--- config.mk ---
export PLATFORM = sky130hd
export DESIGN_NAME = x_string_delay_line_flat
export DESIGN_NICKNAME = d
export VERILOG_FILES = /design/src/rtl/x_string_delay_line_pkg.sv /design/src/rtl/x_string_delay_line_if.sv /design/src/rtl/x_string_delay_line_sd_digit_stage.sv /design/src/rtl/x_string_delay_line.sv /design/src/flat_wrapper.sv
export SDC_FILE = /design/constraint.sdc
export NUM_CORES = 1
export LEC_CHECK = 0
export BUFFER_PORTS_ARGS = -buffer_cell sky130_fd_sc_hd__buf_2
export CORE_UTILIZATION = 40
export CTS_BUF_LIST = sky130_fd_sc_hd__clkbuf_16
export DETAILED_ROUTE_END_ITERATION = 10
export GPL_TIMING_DRIVEN = 0
export PLACE_DENSITY = 0.59
export SETUP_SLACK_MARGIN = 0.4
export SKIP_CTS_REPAIR_TIMING = 1
export SYNTH_ARGS = -nofsm -noshare
export SYNTH_HDL_FRONTEND = slang
export SYNTH_SLANG_ARGS = --single-unit
export TNS_END_PERCENT = 10
--- constraint.sdc ---
create_clock -name clk -period 3.13 [get_ports clk]
set_clock_uncertainty 0.15 [all_clocks]
set_input_delay 0.313 -clock clk [delete_from_list [all_inputs] [get_ports clk]]
set_output_delay 0.313 -clock clk [all_outputs]
set_load 0.005 [all_outputs]
--- src/rtl/x_string_delay_line_pkg.sv ---
// Shared types for the x-digit delay line: multiplier FSM state encoding and the
// signed-digit pair layout.
package x_string_delay_line_pkg;

  typedef enum logic [1:0] {
    ST_INIT = 2'b00,
    ST_ITER = 2'b01,
    ST_LOAD = 2'b10,
    ST_HOLD = 2'b11
  } mult_state_e;

  localparam int unsigned DigitW = 4;

  typedef struct packed {
    logic [DigitW-1:0] plus;
    logic [DigitW-1:0] minus;
  } sd_digit_t;

endpackage

--- src/rtl/x_string_delay_line_if.sv ---
// Digit-source side bundle of the x-digit delay line: controls, digit in, selected digit out.
interface x_string_delay_line_if #(
  parameter int unsigned DIGIT_W = 4,
  parameter int unsigned SEL_W   = 3
);
  logic               write_enable;
  logic               flush;
  logic [1:0]         STATES;
  logic [SEL_W-1:0]   delay_sel;
  logic [DIGIT_W-1:0] x_plus;
  logic [DIGIT_W-1:0] x_minus;
  logic [DIGIT_W-1:0] x_plus_value;
  logic [DIGIT_W-1:0] x_minus_value;
  logic               value_valid;
  logic [SEL_W-1:0]   fill_cnt;

  modport master (
    output write_enable, flush, STATES, delay_sel, x_plus, x_minus,
    input  x_plus_value, x_minus_value, value_valid, fill_cnt
  );

  modport slave (
    input  write_enable, flush, STATES, delay_sel, x_plus, x_minus,
    output x_plus_value, x_minus_value, value_valid, fill_cnt
  );
endinterface

--- src/rtl/x_string_delay_line_sd_digit_stage.sv ---
// One plus/minus digit register pair of the delay line; clear wins over load.
module x_string_delay_line_sd_digit_stage #(
  parameter int unsigned DIGIT_W = 4
) (
  input  logic               clk_i,
  input  logic               rst_ni,
  input  logic               en_i,
  input  logic               clr_i,
  input  logic [DIGIT_W-1:0] plus_i,
  input  logic [DIGIT_W-1:0] minus_i,
  output logic [DIGIT_W-1:0] plus_o,
  output logic [DIGIT_W-1:0] minus_o
);
  logic [DIGIT_W-1:0] plus_d, plus_q;
  logic [DIGIT_W-1:0] minus_d, minus_q;

  always_comb begin
    plus_d  = plus_q;
    minus_d = minus_q;
    if (clr_i) begin
      plus_d  = '0;
      minus_d = '0;
    end else if (en_i) begin
      plus_d  = plus_i;
      minus_d = minus_i;
    end
  end

  always_ff @(posedge clk_i) begin
    if (!rst_ni) begin
      plus_q  <= '0;
      minus_q <= '0;
    end else begin
      plus_q  <= plus_d;
      minus_q <= minus_d;
    end
  end

  assign plus_o  = plus_q;
  assign minus_o = minus_q;
endmodule

--- src/rtl/x_string_delay_line.sv ---
// Programmable-depth delay line for the redundant x digit string; presents either the
// current digit or a delayed tap, chosen from the multiplier state and the last-write state.
module x_string_delay_line
  import x_string_delay_line_pkg::*;
#(
  parameter int unsigned DIGIT_W   = 4,
  parameter int unsigned MAX_DELAY = 4,
  parameter int unsigned NORMALISE = 1,
  localparam int unsigned SEL_W    = $clog2(MAX_DELAY + 1)
) (
  input logic                  clk,
  input logic                  rst_n,
  x_string_delay_line_if.slave bus_io
);
  localparam logic [SEL_W-1:0] MaxSel = SEL_W'(MAX_DELAY);

  logic [DIGIT_W-1:0] din_p, din_m;
  logic [DIGIT_W-1:0] stage_in_p [MAX_DELAY];
  logic [DIGIT_W-1:0] stage_in_m [MAX_DELAY];
  logic [DIGIT_W-1:0] stage_p    [MAX_DELAY];
  logic [DIGIT_W-1:0] stage_m    [MAX_DELAY];

  logic [1:0]         prev_state_d, prev_state_q;
  logic [SEL_W-1:0]   fill_cnt_d, fill_cnt_q;
  logic [SEL_W-1:0]   sel;
  logic               use_delayed;
  logic [DIGIT_W-1:0] tap_p, tap_m;
  logic [DIGIT_W-1:0] out_p_d, out_p_q, out_m_d, out_m_q;
  logic               valid_d, valid_q;

  // Overlapping plus/minus bits cancel to a zero digit position.
  always_comb begin
    if (NORMALISE != 0) begin
      din_p = bus_io.x_plus & ~bus_io.x_minus;
      din_m = bus_io.x_minus & ~bus_io.x_plus;
    end else begin
      din_p = bus_io.x_plus;
      din_m = bus_io.x_minus;
    end
  end

  for (genvar i = 0; i < MAX_DELAY; i++) begin : g_stage
    if (i == 0) begin : g_head
      assign stage_in_p[i] = din_p;
      assign stage_in_m[i] = din_m;
    end else begin : g_tail
      assign stage_in_p[i] = stage_p[i-1];
      assign stage_in_m[i] = stage_m[i-1];
    end

    x_string_delay_line_sd_digit_stage #(
      .DIGIT_W (DIGIT_W)
    ) u_stage (
      .clk_i   (clk),
      .rst_ni  (rst_n),
      .en_i    (bus_io.write_enable),
      .clr_i   (bus_io.flush),
      .plus_i  (stage_in_p[i]),
      .minus_i (stage_in_m[i]),
      .plus_o  (stage_p[i]),
      .minus_o (stage_m[i])
    );
  end

  assign sel = (bus_io.delay_sel > MaxSel) ? MaxSel : bus_io.delay_sel;

  assign use_delayed = (sel != '0) &&
                       ((bus_io.STATES == ST_INIT) ||
                        ((bus_io.STATES == ST_ITER) && (prev_state_q == ST_LOAD)));

  // Tap reads the pre-shift contents, so a same-cycle write never leaks into the output.
  always_comb begin
    tap_p = '0;
    tap_m = '0;
    for (int unsigned i = 0; i < MAX_DELAY; i++) begin
      if (sel == SEL_W'(i + 1)) begin
        tap_p = stage_p[i];
        tap_m = stage_m[i];
      end
    end
  end

  always_comb begin
    prev_state_d = prev_state_q;
    fill_cnt_d   = fill_cnt_q;
    out_p_d      = din_p;
    out_m_d      = din_m;
    valid_d      = 1'b1;
    if (bus_io.flush) begin
      prev_state_d = ST_INIT;
      fill_cnt_d   = '0;
      out_p_d      = '0;
      out_m_d      = '0;
      valid_d      = 1'b0;
    end else begin
      if (bus_io.write_enable) begin
        prev_state_d = bus_io.STATES;
        if (fill_cnt_q != MaxSel) begin
          fill_cnt_d = fill_cnt_q + 1'b1;
        end
      end
      if (use_delayed) begin
        out_p_d = tap_p;
        out_m_d = tap_m;
        valid_d = (fill_cnt_q >= sel);
      end
    end
  end

  always_ff @(posedge clk) begin
    if (!rst_n) begin
      prev_state_q <= ST_INIT;
      fill_cnt_q   <= '0;
      out_p_q      <= '0;
      out_m_q      <= '0;
      valid_q      <= 1'b0;
    end else begin
      prev_state_q <= prev_state_d;
      fill_cnt_q   <= fill_cnt_d;
      out_p_q      <= out_p_d;
      out_m_q      <= out_m_d;
      valid_q      <= valid_d;
    end
  end

  assign bus_io.x_plus_value  = out_p_q;
  assign bus_io.x_minus_value = out_m_q;
  assign bus_io.value_valid   = valid_q;
  assign bus_io.fill_cnt      = fill_cnt_q;
endmodule

--- src/flat_wrapper.sv ---
// flat-port wrapper written by rule: the top's interface ports become plain ports
module x_string_delay_line_flat import x_string_delay_line_pkg::*;
#(
  parameter int unsigned DIGIT_W   = 4,
  parameter int unsigned MAX_DELAY = 4,
  parameter int unsigned NORMALISE = 1,
  localparam int unsigned SEL_W    = $clog2(MAX_DELAY + 1)
)
  (clk, rst_n, bus_io_write_enable, bus_io_flush, bus_io_STATES, bus_io_delay_sel, bus_io_x_plus, bus_io_x_minus, bus_io_x_plus_value, bus_io_x_minus_value, bus_io_value_valid, bus_io_fill_cnt);
  x_string_delay_line_if #(.DIGIT_W(DIGIT_W), .SEL_W(3)) bus_io_i ();
  input logic clk;
  input logic rst_n;
  input wire logic [$bits(bus_io_i.write_enable)-1:0] bus_io_write_enable;
  input wire logic [$bits(bus_io_i.flush)-1:0] bus_io_flush;
  input wire logic [$bits(bus_io_i.STATES)-1:0] bus_io_STATES;
  input wire logic [$bits(bus_io_i.delay_sel)-1:0] bus_io_delay_sel;
  input wire logic [$bits(bus_io_i.x_plus)-1:0] bus_io_x_plus;
  input wire logic [$bits(bus_io_i.x_minus)-1:0] bus_io_x_minus;
  output wire logic [$bits(bus_io_i.x_plus_value)-1:0] bus_io_x_plus_value;
  output wire logic [$bits(bus_io_i.x_minus_value)-1:0] bus_io_x_minus_value;
  output wire logic [$bits(bus_io_i.value_valid)-1:0] bus_io_value_valid;
  output wire logic [$bits(bus_io_i.fill_cnt)-1:0] bus_io_fill_cnt;
  assign bus_io_i.write_enable = bus_io_write_enable;
  assign bus_io_i.flush = bus_io_flush;
  assign bus_io_i.STATES = bus_io_STATES;
  assign bus_io_i.delay_sel = bus_io_delay_sel;
  assign bus_io_i.x_plus = bus_io_x_plus;
  assign bus_io_i.x_minus = bus_io_x_minus;
  assign bus_io_x_plus_value = bus_io_i.x_plus_value;
  assign bus_io_x_minus_value = bus_io_i.x_minus_value;
  assign bus_io_value_valid = bus_io_i.value_valid;
  assign bus_io_fill_cnt = bus_io_i.fill_cnt;
  x_string_delay_line #(.DIGIT_W(DIGIT_W), .MAX_DELAY(MAX_DELAY), .NORMALISE(NORMALISE)) u_core (.clk(clk), .rst_n(rst_n), .bus_io(bus_io_i));
endmodule
==> results.sh, run 1 <==
export IMPL_cp_arrival_ns=1.73
export IMPL_final_cell_area_sq_um=2420
export IMPL_syn_area_per_cell_sq_um=9.84
export IMPL_rsz0062_at_grt="no"
export IMPL_dp_cells=302
export IMPL_place_hpwl_mm=3.00
export IMPL_comb_power_share=0.092
export IMPL_cts_clk_slew_worst_paths_ns=0.06
export IMPL_groute_usage_overall=0.185
export IMPL_synth_flop_cell="dfxtp_1"
export IMPL_fin_nets=262
export IMPL_switching_share=0.235
export IMPL_critical_path_class="reg2reg"
export IMPL_grt_pass1_wl_mm=7.45
export IMPL_postPlaceCellArea_sq_um=2280
export IMPL_final_layout_size_suffix_gt1_frac=0.202
export IMPL_synthTopCellsByCount="dfxtp_1 (46), nor2_1 (44), mux2i_1 (35)"
export IMPL_setup_slack_ns=1.43
export IMPL_cp_cell_sequence="nand2b_1 -> a2111o_1 -> o32ai_1"
export IMPL_ioPinCount=29
export IMPL_yosysWarnings=0
export IMPL_gr_usage_met3=0.0461
export IMPL_die_area_sq_um=5480
export IMPL_htree_levels=2
export IMPL_port_buffer_count=24
export IMPL_r2r_end="u_core.bus_io.x_minus_value[0]$_SDFF_PP0_"
export IMPL_crit_required_ns=3.16
export IMPL_drv_slew=0
export IMPL_core_area_sq_um=4850
export IMPL_routedWlPerCell_um=14.6
export IMPL_grt_use_met2=0.301
export IMPL_met1_usage=0.239
export IMPL_clockBufferDepth=2
export IMPL_vias=1561
export IMPL_grt_max_degree=15
export IMPL_ys_ff_latch=46
export IMPL_drtIter0Drc=86
export IMPL_antenna_found_initial=0
export IMPL_holdCritPathClass="in2reg"
export IMPL_root_buffer="clkbuf_16"
export IMPL_crit_fanout=8
export IMPL_power_leakage_uw=0.00107
export IMPL_clk_latency_ns=0.29
export IMPL_synth_edff_count=0
export IMPL_synth_top_area_frac=0.444
export IMPL_hold_viol=0
export IMPL_timing_rr_start="u_core.prev_state_q[0]$_SDFFE_PP0P_"
export IMPL_max_vdd_ir_drop_mv=0.278
export IMPL_dr_pass1_iters=4
export IMPL_initial_core_util=0.428
export IMPL_period_share=0.544
export IMPL_place_ws_ns=1.21
export IMPL_via_per_inst=5.04
export IMPL_gp_congestion=0.725
export IMPL_die_h_um=74.0
export IMPL_fin_cells=310
export IMPL_setup_worst_path_start_class="flip-flop"
export IMPL_yosysMostFrequentCell="dfxtp_1"
export IMPL_cts_tree="done"
export IMPL_ant_nets=0
export IMPL_seq_area_frac_synth=0.444
export IMPL_seq_power_share=0.491
export IMPL_synthCells=211
export IMPL_cts_buffers=5
export IMPL_p_clk_frac=0.417
export IMPL_internal_power_uw=932
export IMPL_drv_cap=0
export IMPL_critical_path_buf_inv_count=0
export IMPL_die_x_um=74.0
export IMPL_status="finished, final reports clean"
export IMPL_reg2regPathDepth=3
export IMPL_drc=0
export IMPL_fmaxAchievable_ghz=0.588
export IMPL_max_slew_margin=0.520
export IMPL_setup_violations=0
export IMPL_drt_wl_total_mm=4.52
export IMPL_hold_end="u_core.prev_state_q[1]$_SDFFE_PP0P_"
export IMPL_worstMarginPinSlew_ns=0.719
export IMPL_synth_area_leaders="dfxtp_1 (44%), mux2i_1 (17%), nor2_1 (8.0%)"
export IMPL_syn_cell_area_sq_um=2080
export IMPL_synth_largest_area_cell="dfxtp_1"
export IMPL_overflow=0
export IMPL_fin_setup_tns_ns=0
export IMPL_busiest_layer="met2"
export IMPL_holdCritStartpoint="bus_io_STATES[1]"
export IMPL_power_uw=1220
export IMPL_p_sw_uw=286
export IMPL_area_delta_synth_final_pct=16.6
export IMPL_syn_nets=231
export IMPL_power_density_nw_per_um2=503
export IMPL_period_minus_slack_ns=1.70
export IMPL_critPathSlowestCell="a2111o_1"
export IMPL_hold_depth=3
export IMPL_async_reset_ff_frac=0
export IMPL_critPathCaptureType="flip-flop"
export IMPL_cts_num_sinks=46
export IMPL_r2r_slack_ns=1.43
export IMPL_num_rows=25
export IMPL_cpLargestDelayFamily="compound AO/OA/AOI/OAI gates"
export IMPL_slowest_delay_ns=0.59
export IMPL_grt_pass1_vias=1510
export IMPL_yosysUniqueCellTypes=29
export IMPL_insertedDiodeCount=0
==> registers in the layout, indices dropped and copies added (netlist names) <==
signal                          cells
u_core.bus_io.fill_cnt              3
u_core.g_stage.u_stage.plus_o      16
u_core.bus_io.x_plus_value          4
u_core.bus_io.x_minus_value         4
u_core.bus_io.value_valid           1
u_core.prev_state_q                 2
u_core.g_stage.u_stage.minus_o     16
==> metal layers <==
layer,part of all wire,up-vias,routed length (um)
li1,-,808,-
met1,0.49,723,2220
met2,0.46,25,2060
met3,0.039,5,175
met4,0.015,0,66
met5,0,-,0
==> worst register-to-register path, cell delays in order, from the launching register on <==
cell and delay [ns]:
dfxtp_1 0.31, nand2b_1 0.18, a2111o_1 0.59, o32ai_1 0.37
==> worst max-delay path by stage <==
stage,from,to,slack (ns),cells after the start
after floorplan,bus_io_delay_sel[2],u_core.bus_io.value_valid$_SDFF_PP0_,1.55,6
after global placement,bus_io_delay_sel[2],u_core.bus_io.value_valid$_SDFF_PP0_,1.20,6
after detailed placement,bus_io_delay_sel[2],u_core.bus_io.value_valid$_SDFF_PP0_,1.21,6
after CTS,u_core.prev_state_q[0]$_SDFFE_PP0P_,u_core.bus_io.x_minus_value[0]$_SDFF_PP0_,1.42,3
after global routing,bus_io_delay_sel[2],u_core.bus_io.value_valid$_SDFF_PP0_,1.35,6
final,u_core.prev_state_q[0]$_SDFFE_PP0P_,u_core.bus_io.x_minus_value[0]$_SDFF_PP0_,1.43,3
==> layout by cell type (no fill, tap or decap), drive strengths merged <==
cell,instances
nand2b,2
nor2,44
nor3,2
clkinvlp,1
a211oi,9
a21boi,1
o32ai,9
clkbuf,11
inv,3
buf,33
a2111o,1
a21oi,1
nor2b,10
and3b,8
a2111oi,1
and3,1
mux2i,35
nand2,9
o211a,1
clkinv,2
and4b,1
dfxtp,46
ha,3
xnor2,1
mux2,8
==> power by group through the flow <==
stage	combinational [uW]	sequential, uW	clock [uW]
2_1_floorplan	74.2	612	0
3_3_place_gp	112	612	0
3_5_place_dp	113	612	0
4_1_cts	113	598	518
5_1_grt	123	599	549
6_report	112	599	507
==> per-stage QoR <==
stage	util	hold slack, ns
5_1_grt	0.499	0.181
3_5_place_dp	0.470	0.334
6_report	0.499	0.183
2_1_floorplan	-	0.301
3_3_place_gp	0.470	0.326
4_1_cts	0.499	0.187
==> kinds of logic (layout without fill, tap and decap cells) <==
kind of cell / count (synthesis) / in the layout / share of synthesized area
DFF: 46 / 46 / 0.444
AOI/OAI and AO/OA: 23 / 23 / 0.0934
buffers and inverters: 18 / 50 / 0.0446
adders and majority gates: 3 / 3 / 0.0181
and+or+nand+nor: 77 / 77 / 0.184
xor gates and xnor gates: 1 / 1 / 0.00422
muxes: 43 / 43 / 0.212
==> final cells by class <==
class / count / area [sq um]
Sequential cell: 46 / 921
Inverter: 3 / 11.3
Clock inverter: 3 / 16.3
Multi-Input combinational cell: 147 / 1060
Timing Repair Buffer: 24 / 120
Fill cell: 473 / 2430
Tap cell: 67 / 83.8
Clock buffer: 5 / 125
Buffer: 15 / 81.3
No activity file was read; power rests on OpenSTA's default activity.
==> inputs of run 2 (changes only) <==
==> constraint.sdc (replaced) <==
create_clock -name clk -period 1.58 [get_ports clk]
set_clock_uncertainty 0.15 [all_clocks]
set_input_delay 0.158 -clock clk [delete_from_list [all_inputs] [get_ports clk]]
set_output_delay 0.158 -clock clk [all_outputs]
set_load 0.005 [all_outputs]
==> results.sh, run 2 (same netlist as run 1, synthesis figures left out) <==
export IMPL_drv_slew=0
export IMPL_cp_arrival_ns=1.64
export IMPL_hold_end="u_core.bus_io.x_plus_value[2]$_SDFF_PP0_"
export IMPL_grt_pass1_wl_mm=7.29
export IMPL_drc=0
export IMPL_post_route_util=0.520
export IMPL_area_delta_synth_final_pct=21.5
export IMPL_port_buffer_count=24
export IMPL_slowest_delay_ns=0.61
export IMPL_ioPinCount=29
export IMPL_rsz0062_at_grt="yes"
export IMPL_via_per_inst=5.06
export IMPL_root_buffer="clkbuf_16"
export IMPL_setup_slack_ns=-0.0317
export IMPL_final_layout_size_suffix_gt1_frac=0.277
export IMPL_max_slew_margin=0.588
export IMPL_die_h_um=74.0
export IMPL_critical_path_class="reg2reg"
export IMPL_hold_viol=0
export IMPL_htree_levels=2
export IMPL_fin_cells=309
export IMPL_fin_setup_tns_ns=-0.0350
export IMPL_hold_depth=4
export IMPL_gp_congestion=0.727
export IMPL_critPathCaptureType="flip-flop"
export IMPL_fin_nets=262
export IMPL_place_hpwl_mm=3.10
export IMPL_crit_fanout=8
export IMPL_grt_pass1_vias=1472
export IMPL_dr_wl_met2_mm=2.15
export IMPL_crit_required_ns=1.61
export IMPL_dr_pass1_iters=4
export IMPL_clk_latency_ns=0.28
export IMPL_grt_max_degree=13
export IMPL_seq_area_sq_um=926
export IMPL_routedWlPerCell_um=15.0
export IMPL_core_area_sq_um=4850
export IMPL_dp_cells=302
export IMPL_period_minus_slack_ns=1.61
export IMPL_num_rows=25
export IMPL_period_share=1.02
export IMPL_final_cell_mix="nor2_1 (44), dfxtp_1 (42), mux2i_1 (35)"
export IMPL_r2r_slack_ns=-0.03
export IMPL_cp_cell_sequence="nand2b_4 -> a2111o_2 -> o32ai_2"
export IMPL_met3_length_um=167
export IMPL_die_area_sq_um=5480
export IMPL_setup_worst_path_start_class="flip-flop"
export IMPL_cts_clk_slew_worst_paths_ns=0.06
export IMPL_holdCritStartpoint="bus_io_x_minus[2]"
export IMPL_drtIter0Drc=60
export IMPL_cts_tree="done"
export IMPL_setup_violations=2
export IMPL_cts_buffers=5
export IMPL_cts_num_sinks=46
export IMPL_groute_usage_overall=0.182
export IMPL_clockBufferDepth=2
export IMPL_fmaxAchievable_ghz=0.620
export IMPL_power_leakage_uw=0.00111
export IMPL_die_x_um=74.0
export IMPL_holdCritPathClass="in2reg"
export IMPL_r2r_end="u_core.bus_io.x_minus_value[1]$_SDFF_PP0_"
export IMPL_power_density_nw_per_um2=954
export IMPL_ant_nets=0
export IMPL_fillers=466
export IMPL_violations="setup timing"
export IMPL_final_common_cell="nor2_1"
export IMPL_antenna_found_initial=0
export IMPL_initial_core_util=0.428
export IMPL_insertedDiodeCount=0
export IMPL_drt_wl_total_mm=4.63
export IMPL_status="finished with violations"
export IMPL_multi_input_area_sq_um=1150
export IMPL_max_vdd_ir_drop_mv=0.541
export IMPL_vias=1562
export IMPL_worstMarginPinSlew_ns=0.617
export IMPL_place_ws_ns=-0.0650
export IMPL_timing_rr_start="u_core.prev_state_q[0]$_SDFFE_PP0P_"
export IMPL_drv_cap=0
export IMPL_hold_ws_ns=0.0429
export IMPL_reg2regPathDepth=3
export IMPL_overflow=0
export IMPL_wl_met1_mm=2.28
export IMPL_critPathSlowestCell="a2111o_2"
export IMPL_top_layer_used="met4"
## run 2: per-layer routing
layer | up-vias | GRT usage
met5 | - | 0
met4 | 0 | 0.0449
met3 | 5 | 0.0596
met2 | 24 | 0.285
met1 | 735 | 0.241
li1 | 798 | -
## run 2: where the power goes
part           internal (uW)  switching, uW
Sequential              1180           9.19
Combinational            105            139
Clock                    566            409
## run 2: how the worst max path moves through the flow
| stage | to | depth (start not counted) | startpoint | slack (ns) |
|---|---|---|---|---|
| after global routing | u_core.bus_io.x_minus_value[1]$_SDFF_PP0_ | 3 | u_core.prev_state_q[0]$_SDFFE_PP0P_ | -0.06 |
| after CTS | u_core.bus_io.x_minus_value[1]$_SDFF_PP0_ | 3 | u_core.prev_state_q[0]$_SDFFE_PP0P_ | -0.001 |
| after floorplan | u_core.bus_io.x_minus_value[0]$_SDFF_PP0_ | 3 | u_core.prev_state_q[0]$_SDFFE_PP0P_ | 0.26 |
| after detailed placement | u_core.g_stage[2].u_stage.minus_o[3]$_SDFFE_PP0P_ | 5 | bus_io_flush | -0.06 |
| final | u_core.bus_io.x_minus_value[1]$_SDFF_PP0_ | 3 | u_core.prev_state_q[0]$_SDFFE_PP0P_ | -0.03 |
| after global placement | u_core.g_stage[0].u_stage.plus_o[3]$_SDFFE_PP0P_ | 5 | bus_io_flush | -0.09 |
## run 2: layout make-up
| cell class | instances | area share |
|---|---|---|
| Tap cell | 67 | 0.0333 |
| Multi-Input combinational cell | 147 | 0.455 |
| Buffer | 15 | 0.0402 |
| Clock inverter | 2 | 0.00298 |
| Clock buffer | 5 | 0.0496 |
| Sequential cell | 46 | 0.367 |
| Inverter | 3 | 0.00447 |
| Timing Repair Buffer | 24 | 0.0476 |
## run 2: per-stage QoR
stage / total power [uW] / cell area [sq um]
CTS: 2400 / 2450
floorplan: 1370 / 2120
global placement: 1440 / 2320
global route: 2500 / 2520
finish: 2410 / 2520
detailed placement: 1440 / 2320
## run 2: worst max-delay path: cells and delay by family (launching register included)
| kind | cells | cell delay [ns] |
|---|---|---|
| compound gates | 2 | 0.89 |
| flops | 1 | 0.32 |
| simple gates | 1 | 0.15 |
